`config.mk`:
```
export PLATFORM = sky130hd
export DESIGN_NAME = adder_result_stage
export DESIGN_NICKNAME = d
export VERILOG_FILES = /design/src/rtl/adder_result_stage.sv
export SDC_FILE = /design/constraint.sdc
export NUM_CORES = 1
export LEC_CHECK = 0
export CAP_MARGIN = 5
export CORE_MARGIN = 10
export CORE_UTILIZATION = 51
export DETAILED_ROUTE_END_ITERATION = 7
export GPL_TIMING_DRIVEN = 0
export PLACE_DENSITY = 0.86
export SLEW_MARGIN = 0
export SYNTH_ARGS = -nofsm -noshare
export SYNTH_HDL_FRONTEND = slang
export SYNTH_SLANG_ARGS = --single-unit
```
`constraint.sdc`:
```
create_clock -name clk -period 1.85 [get_ports clk]
set_input_delay 0.185 -clock clk [delete_from_list [all_inputs] [get_ports clk]]
set_output_delay 0.185 -clock clk [all_outputs]
set_load 0.05 [all_outputs]
```
`src/rtl/adder_result_stage.sv`:
```
// Registered result stage behind the ripple-carry adder: optional signed saturation, NZCV flags,
// a 2-entry skid buffer on a valid/ready handshake, and sticky overflow tracking.
module adder_result_stage #(
  parameter int unsigned WIDTH    = 32,
  parameter bit          SATURATE = 1'b1,
  parameter int unsigned CNT_W    = 16
) (
  input  logic             clk,
  input  logic             rst_n,
  input  logic             in_valid,
  output logic             in_ready,
  input  logic [WIDTH-1:0] in_sum,
  input  logic             in_cout,
  input  logic             in_overflow,
  output logic             out_valid,
  input  logic             out_ready,
  output logic [WIDTH-1:0] out_result,
  output logic [3:0]       out_flags,
  output logic             sticky_ovf,
  input  logic             sticky_clr,
  output logic [CNT_W-1:0] ovf_count
);

  localparam logic [WIDTH-1:0] MaxPos = {1'b0, {(WIDTH-1){1'b1}}};
  localparam logic [WIDTH-1:0] MinNeg = {1'b1, {(WIDTH-1){1'b0}}};
  localparam logic [CNT_W-1:0] CntOne = {{(CNT_W-1){1'b0}}, 1'b1};

  typedef enum logic [1:0] {StEmpty, StOne, StFull} state_e;

  state_e           state_q;
  logic             out_valid_q, in_ready_q;
  logic [WIDTH-1:0] m_result_q, s_result_q;
  logic [3:0]       m_flags_q, s_flags_q;
  logic             sticky_q, sticky_d;
  logic [CNT_W-1:0] count_q, count_d;

  logic             accept, emit;
  logic [WIDTH-1:0] new_result;
  logic [3:0]       new_flags;

  assign accept = in_valid & in_ready_q;
  assign emit   = out_valid_q & out_ready;

  // A wrapped negative sum means the true result overflowed positive, and vice versa.
  always_comb begin
    new_result = in_sum;
    if (SATURATE && in_overflow) begin
      new_result = in_sum[WIDTH-1] ? MaxPos : MinNeg;
    end
    new_flags = {new_result[WIDTH-1], (new_result == '0), in_cout, in_overflow};
  end

  always_ff @(posedge clk or negedge rst_n) begin
    if (!rst_n) begin
      state_q     <= StEmpty;
      out_valid_q <= 1'b0;
      in_ready_q  <= 1'b1;
      m_result_q  <= '0;
      m_flags_q   <= '0;
      s_result_q  <= '0;
      s_flags_q   <= '0;
    end else begin
      unique case (state_q)
        StEmpty: begin
          if (accept) begin
            m_result_q  <= new_result;
            m_flags_q   <= new_flags;
            out_valid_q <= 1'b1;
            state_q     <= StOne;
          end
        end
        StOne: begin
          if (accept && emit) begin
            m_result_q <= new_result;
            m_flags_q  <= new_flags;
          end else if (accept) begin
            s_result_q <= new_result;
            s_flags_q  <= new_flags;
            in_ready_q <= 1'b0;
            state_q    <= StFull;
          end else if (emit) begin
            out_valid_q <= 1'b0;
            state_q     <= StEmpty;
          end
        end
        StFull: begin
          if (emit) begin
            m_result_q <= s_result_q;
            m_flags_q  <= s_flags_q;
            in_ready_q <= 1'b1;
            state_q    <= StOne;
          end
        end
        default: begin
          state_q     <= StEmpty;
          out_valid_q <= 1'b0;
          in_ready_q  <= 1'b1;
        end
      endcase
    end
  end

  // An overflow accepted alongside a clear restarts the count at one rather than zero.
  always_comb begin
    sticky_d = sticky_q;
    count_d  = count_q;
    if (accept && in_overflow) begin
      sticky_d = 1'b1;
      if (sticky_clr) begin
        count_d = CntOne;
      end else if (count_q != '1) begin
        count_d = count_q + CntOne;
      end
    end else if (sticky_clr) begin
      sticky_d = 1'b0;
      count_d  = '0;
    end
  end

  always_ff @(posedge clk or negedge rst_n) begin
    if (!rst_n) begin
      sticky_q <= 1'b0;
      count_q  <= '0;
    end else begin
      sticky_q <= sticky_d;
      count_q  <= count_d;
    end
  end

  assign in_ready   = in_ready_q;
  assign out_valid  = out_valid_q;
  assign out_result = m_result_q;
  assign out_flags  = m_flags_q;
  assign sticky_ovf = sticky_q;
  assign ovf_count  = count_q;

endmodule

```
======== Word-level counts from Yosys, hierarchy flattened ========
Index checks and enable logic that the tools add are counted.
operators by class
  add/subtract/negate cells ............... 1
  eq/ne operators ......................... 11
  mux-type cells .......................... 31
  bitwise logic cells ..................... 5
  reduce and logical (&&, ||, !) cells .... 13
operators by type and width
  kind                                           number
  2-to-1 mux 32 bit                              5
  one-hot mux 32 bit (3 select lines)            1
  2-to-1 mux 16 bit                              4
  zero test 32 bit                               1
  adder 16 x 1 -> 16 bit, second input constant  1
  != test 16 bit, second input constant          1
  != test 2 bit, second input constant           7
  2-to-1 mux 4 bit                               3
  one-hot mux 4 bit (3 select lines)             1
  AND reduction 4 bit                            3
  2-to-1 mux 2 bit                               5
  2-to-1 mux 1 bit                               9
  one-hot mux 1 bit (3 select lines)             2
  one-hot mux 2 bit (3 select lines)             1
  AND reduction 5 bit                            1
  nonzero test 2 bit                             2
  != test 3 bit, second input constant           1
  NOT 1 bit                                      3
  AND reduction 3 bit                            1
  nonzero test 3 bit                             1
  bitwise AND 1 bit                              2
  == test 2 x 1 -> 1 bit, second input constant  1
  == test 2 bit, second input constant           1
  logical AND 1 bit                              2
  other kinds (2)                                2
word-level totals
  register bits after elaboration ......... 93
  input bits .............................. 39

======== Logic depth before layout (Yosys ltp) ========
Gate-level depths: netlist of run 1.
  depth in word-level cells ............... 5
  gate-level depth with buffers ........... 8
  depth with buffers taken out ............ 5

======== Worst setup path after synthesis of run 1 ========
No wires, ideal clock.
  path kind ............................... reg2reg
  from .................................... reg count_q[2] (netlist: ovf_count[2])
  to ...................................... reg count_q[13] (netlist: ovf_count[13])
  arrival ................................. 1.825 ns
  required time ........................... 1.772 ns
  slack ................................... -0.053 ns
  cell stages (with the launch flop) ...... 6
  path buffers ............................ 1
  path through ............................ dfrtp_1 -> and4_1 -> buf_6 -> nand4_4 -> or4_1 -> a21oi_1
on the way
  longest elaborated chain between the ends .. 4
ends and longest elaborated chain
  item                      line  RTL
  start: declaration        35    logic [CNT_W-1:0] count_q, count_d;
  start signal: assignment  126   count_q <= count_d;
  adder 16 x 1 -> 16 bit    112   count_d = count_q + CntOne;
  2-to-1 mux 16 bit         111   end else if (count_q != '1) begin
  2-to-1 mux 16 bit         109   if (sticky_clr) begin
  2-to-1 mux 16 bit         107   if (accept && in_overflow) begin
Parallel ways exist; a longest one is shown, timed or not. The select of a mux whose other input is x is not followed.
A chain may end at the register's enable or synchronous reset.

======== Final worst setup path of run 1 ========
  from .................................... reg count_q[2] (netlist: ovf_count[2])
  to ...................................... out ovf_count[2]
RTL lines
  item              line  RTL
  end: declaration  21    output logic [CNT_W-1:0] ovf_count
No word-level cell between the ends.

==> results.yml, run 1 <==
cells_and_area:
  most-common-layout-cells: "dfrtp_1 (83), clkdlybuf4s50_1 (81), nand2_1 (78)"
  final_layout_size_suffix_gt1_share_pct: 9.47
  fin_util_pct: 67.8
  finalNetCount: 637
  regArea_um2: 2290
  fin_area_um2: 5820
  multi_input_area_um2: 2040
  antenna_cells: 0
  final_common_cell: "dfrtp_1"
  fillCellCount: 693
  synthToLayoutAreaGrowth_pct: 30.8
synth:
  syn_inst: 490
  yosysTopAreaCellShare_pct: 50.6
  syn_avg_cell_area_um2: 9.09
  synth_cell_types: 44
  synth_area_leaders: "dfrtp_1 (51%), o21ai_0 (8.3%), mux2i_1 (7.4%), nand2_1 (6.7%), a21oi_1 (5.7%)"
  yosys_warnings: 0
  synth_nets: 530
  synth_edf_count: 0
  syn_area_um2: 4450
  ys_async_sr_fraction_pct: 100
  ys_ff_latch: 91
  synth-main-ff-cell: "dfrtp_1"
  yosysTopAreaCell: "dfrtp_1"
  ys_seq_area_share_pct: 51.2
placement:
  placed_cell_area_um2: 5540
  gp_congestion: 0.896
  hpwlAfterDp_um: 9410
  port_buffers: 92
sta:
  max_slew.worst_pin.slew_ps: 552
  fin_crit_sh_pct: 96.9
  max-slew-margin-rel_pct: 63.2
  finalMaxSlewViolations: 0
  fmax_mhz: 558
  setup_viol: 0
  fin_crit_ps: 1790
  hold_viol_final: 0
  finalClockSkew_ps: 9.26
critical_path:
  start_kind: "register"
  path_buf_inv: 1
  critPathKind: "register to output pin"
  arrival_ps: 1610
  slowest_stage: "clkdlybuf4s50_1"
  worstPathMaxFanout: 8
  max_stage_delay_ps: 820
  critical_path_required_ps: 1660
  crit_family: "buffers and inverters"
  end_kind: "output pin"
  crit_chain: "clkdlybuf4s50_1"
worst_hold_path:
  min_path_type: "input port to register"
clock_network:
  cts_buffers: 9
  cts_tree: "yes"
  htree_levels: 3
  clkLatencyLatePin_ps: 370
  cts_sinks: 91
  cts_root_buffer: "clkbuf_8"
  clk_pin_slew_ps: 90
  cts_buffer_depth: 2
global_routing:
  grt-ovfl-total: 0
  antenna_found_initial: 0
  grt_pass1_vias: 4341
  grt_max_degree: 52
  grt.total_usage_pct: 19.6
  grt_pass1_wl_um: 21100
power:
  power_switching_uw: 890
  seqPwrFrac_pct: 56.2
  peakVddDrop_uv: 368
  p_leak_nw: 2.57
  p_clk_share_pct: 36.5
  power.internal_mw: 2.64
  p_total_mw: 3.54
  combPwrFrac_pct: 7.3
  powerDensity_nw_per_um2: 607
  switching_share_pct: 25.2
floorplan:
  fp.coreArea_um2: 8590
  io_pins: 94
  die_y_um: 113
  rows: 34
  fp.dieArea_um2: 12900
  die_w_um: 113
  initial_utilization_pct: 51.8
flow_run:
  maxCapViolations: 0
run_status:
  status: "completed"
drt:
  ant_nets: 0
  postRouteWirelength_um: 12600
  wl_per_cell_um: 17.8
  vias_per_cell: 5.80
  drc: 0
  first_iter_violations: 290
  dr.pass1.iters: 6
  vias: 4121
## through the flow
stage,hold slack [ps],setup slack (ps),instances,setup TNS [ps]
floorplan,-111,-10.6,490,-10.6
global placement,455,-3010,690,-255160
detailed placement,208,-382,691,-15670
CTS,319,4.59,707,0
global route,373,-17.6,710,-33.5
finish,326,57.1,710,0
## final timing paths
kind / cells past startpoint / slack [ps] / startpoint / to
worst max-delay path: 1 / 60 / ovf_count[2] / ovf_count[2]
worst min-delay path: 3 / 330 / in_sum[31] / s_result_q[31]
worst max register to register: 5 / 100 / in_ready / ovf_count[9]
worst min register to register: 2 / 480 / s_result_q[2] / s_result_q[2]
max in group asynchronous: 3 / 840 / rst_n / in_ready
min in group asynchronous: 2 / 340 / rst_n / ovf_count[4]
## worst reg2reg max path, stage by stage (launching register included)
cell and delay, ps:
dfstp_2 600, and3_1 170, buf_4 150, nand4_1 170
or4_1 430, a21oi_1 150
## repair_timing
action	in CTS	in global routing
setup buffers	0	4
gates resized for setup	12	24
setup endpoints to repair	42	53
hold buffers	1	0
hold endpoints to repair	40	0
pin swaps	0	2
## cells by family after synthesis
kind of cell / Yosys count / share of synthesized area (%)
XOR/XNOR: 1 / 0.197
multiplexers: 37 / 8.43
flip-flops: 91 / 51.2
buffers and inverters: 41 / 4.02
AO/OA/AOI/OAI: 141 / 16.9
AND/OR/NAND/NOR: 178 / 19.0
adder cells (fa/ha/maj): 1 / 0.281
## synthesized netlist by cell type, types with 2 or more instances
cell type and instances:
dfrtp_1 90, nand2_1 80, o21ai_0 74, a21oi_1 51, nor2_1 42, mux2i_1 33
clkbuf_1 23, buf_2 10, nand3_1 9, nor4_1 8, nand4_1 5, o31ai_1 5
or3_1 5, or4_1 5, inv_1 4, mux2_1 4, a211oi_1 3, and2_1 3
and3_1 3, and4_1 3, nor3_1 3, nand2b_1 2, nand3b_1 2, nor2b_1 2
nor4_2 2
## flip-flops by register name (all words and copies together) (netlist names)
name / cells
ovf_count: 16
state_q: 2
s_result_q: 32
out_result: 32
s_flags_q: 3
in_ready: 1
out_valid: 1
out_flags: 3
sticky_ovf: 1
## cell type report
class                           instances  share of cell area [%]
Sequential cell                        91                    39.3
Buffer                                 35                    2.94
Timing Repair Buffer                   98                    17.0
Multi-Input combinational cell        358                    35.0
Clock inverter                          6                   0.838
Clock buffer                           10                    2.36
Inverter                                4                   0.258
Tap cell                              108                    2.32
## power by group through the flow
stage / Sequential, mW / Combinational, mW / Clock [mW]
6_report: 1.99 / 0.256 / 1.29
5_1_grt: 1.99 / 0.279 / 1.39
4_1_cts: 1.99 / 0.257 / 1.32
3_5_place_dp: 2.03 / 0.255 / 0
3_3_place_gp: 2.03 / 0.241 / 0
2_1_floorplan: 2.03 / 0.0887 / 0
## per-layer routing
layer,share of wire (%),vias up,track usage [%]
li1,-,1937,-
met3,7.3,25,4.88
met5,0,-,0
met4,2.0,0,8.38
met1,41,2001,22.9
met2,49,158,33.5
Power figures use the tool's default switching activity.
==> run 2: changes to the inputs <==
- clock period: 1.85 -> 2.04 ns (I/O delays scaled with it)
==> results.yml, run 2 (synthesis results as in run 1) <==
global_routing:
  grt_max_degree: 53
  grt_pass1_wl_um: 20800
  grt_pass1_vias: 4323
  antenna_found_initial: 0
  grt-ovfl-total: 0
  grt.total_usage_pct: 19.3
sta:
  hold_viol_final: 0
  fin_crit_sh_pct: 94.2
  tns_ps: 0
  post-route-worst-setup-slack_ps: 119
  fin_crit_ps: 1920
  finalMaxSlewViolations: 0
  rsz0062_at_grt: "false"
  max_slew.worst_pin.slew_ps: 740
  fmax_mhz: 520
  setup_viol: 0
  finalClockSkew_ps: 8.74
  max-slew-margin-rel_pct: 50.3
drt:
  vias_per_cell: 5.84
  drc: 0
  vias: 4132
  postRouteWirelength_um: 12600
  wl_per_cell_um: 17.7
  first_iter_violations: 321
  dr.pass1.iters: 6
  ant_nets: 0
critical_path:
  path_buf_inv: 1
  start_kind: "register"
  max_stage_delay_ps: 870
  critical_path_required_ps: 1840
  worstPathMaxFanout: 7
  slowest_stage: "clkdlybuf4s50_1"
  arrival_ps: 1720
  critPathKind: "register to output pin"
  end_kind: "output pin"
  crit_chain: "clkdlybuf4s50_1"
  crit_family: "buffers and inverters"
clock_network:
  clk_pin_slew_ps: 100
  cts_root_buffer: "clkbuf_8"
  cts_buffers: 9
  htree_levels: 3
  clkLatencyLatePin_ps: 360
  cts_sinks: 91
  cts_tree: "yes"
  cts_buffer_depth: 2
worst_hold_path:
  min_path_type: "input port to async pin"
cells_and_area:
  finalNetCount: 635
  antenna_cells: 0
  final_layout_size_suffix_gt1_share_pct: 6.33
  most-common-layout-cells: "clkdlybuf4s50_1 (90), dfrtp_1 (90), nand2_1 (80)"
  synthToLayoutAreaGrowth_pct: 29.6
  multi_input_area_um2: 2010
  fillCellCount: 678
  regArea_um2: 2280
placement:
  hpwlAfterDp_um: 9410
  port_buffers: 92
  gp_congestion: 0.921
  dp_slack_ps: -296
floorplan:
  rows: 34
  fp.coreArea_um2: 8590
  die_y_um: 113
  fp.dieArea_um2: 12900
  die_w_um: 113
  io_pins: 94
  initial_utilization_pct: 51.8
power:
  combPwrFrac_pct: 7.0
  power_switching_uw: 804
  switching_share_pct: 24.2
  p_clk_share_pct: 38.8
  peakVddDrop_uv: 356
  power.internal_mw: 2.52
  p_leak_nw: 2.43
  p_total_mw: 3.33
  powerDensity_nw_per_um2: 576
  seqPwrFrac_pct: 54.2
flow_run:
  maxCapViolations: 0
run_status:
  status: "completed"
## run 2: cell count changes in the layout (fill, tap and decap cells not counted), moves of 3 or more
cell	previous run	this run
dfrtp_2	7	0
buf_4	8	2
clkbuf_1	15	22
clkdlybuf4s50_1	81	90
dfrtp_1	83	90
dlymetal6s2s_1	4	1
clkbuf_2	5	2
dlygate4sd2_1	6	0
## run 2: final cells by class
cell class              count  share of cell area [%]
well taps                 108                    2.34
repair buffers             94                    16.6
clock buffers              10                    2.38
multi-input cells         358                    34.8
inverters                   4                   0.260
plain buffers              37                    2.86
flip-flops and latches     91                    39.5
clock inverters             6                    1.28
## run 2: power groups by stage
stage	Sequential, mW	Combinational, mW	Clock [mW]
floorplan	1.84	0.0805	0
detailed placement	1.84	0.231	0
global placement	1.84	0.218	0
global route	1.80	0.252	1.38
finish	1.80	0.234	1.29
CTS	1.80	0.233	1.30
## run 2: metrics by stage
step                      hold WS [ps]  cell area, um^2  utilization, %  std cells
after floorplan                  -91.6             4450               -        490
after global placement             456             5510            64.1        690
after detailed placement           222             5530            64.4        691
after CTS                          383             5770            67.1        708
after global routing               421             5770            67.2        708
final                              366             5770            67.2        708
## run 2: routing by layer
layer / vias to the layer above / global-route usage [%] / routed length, um
met2: 184 / 32.3 / 6230
met3: 25 / 5.77 / 1060
li1: 1932 / - / -
met4: 0 / 6.60 / 197
met1: 1991 / 23.2 / 5070
met5: - / 0 / 0
## run 2: timing repair
item / 4_1_cts / 5_1_grt
endpoints found under the setup margin: 12 / 8
hold buffers: 1 / 0
pin swaps: 0 / 0
gates resized for setup: 2 / 2
setup buffers: 0 / 0
endpoints found under the hold margin: 38 / 0
## run 2: worst paths after layout
kind / slack [ps] / from / depth (start not counted) / to
setup / recovery: 120 / out_valid / 1 / out_valid
hold / removal: 370 / rst_n / 2 / ovf_count[5]
setup reg to reg: 120 / in_ready / 5 / out_result[12]
hold reg to reg: 490 / s_result_q[3] / 2 / s_result_q[3]
max in group asynchronous: 1030 / rst_n / 3 / out_flags[1]
min in group clk: 400 / in_sum[31] / 3 / s_result_q[30]
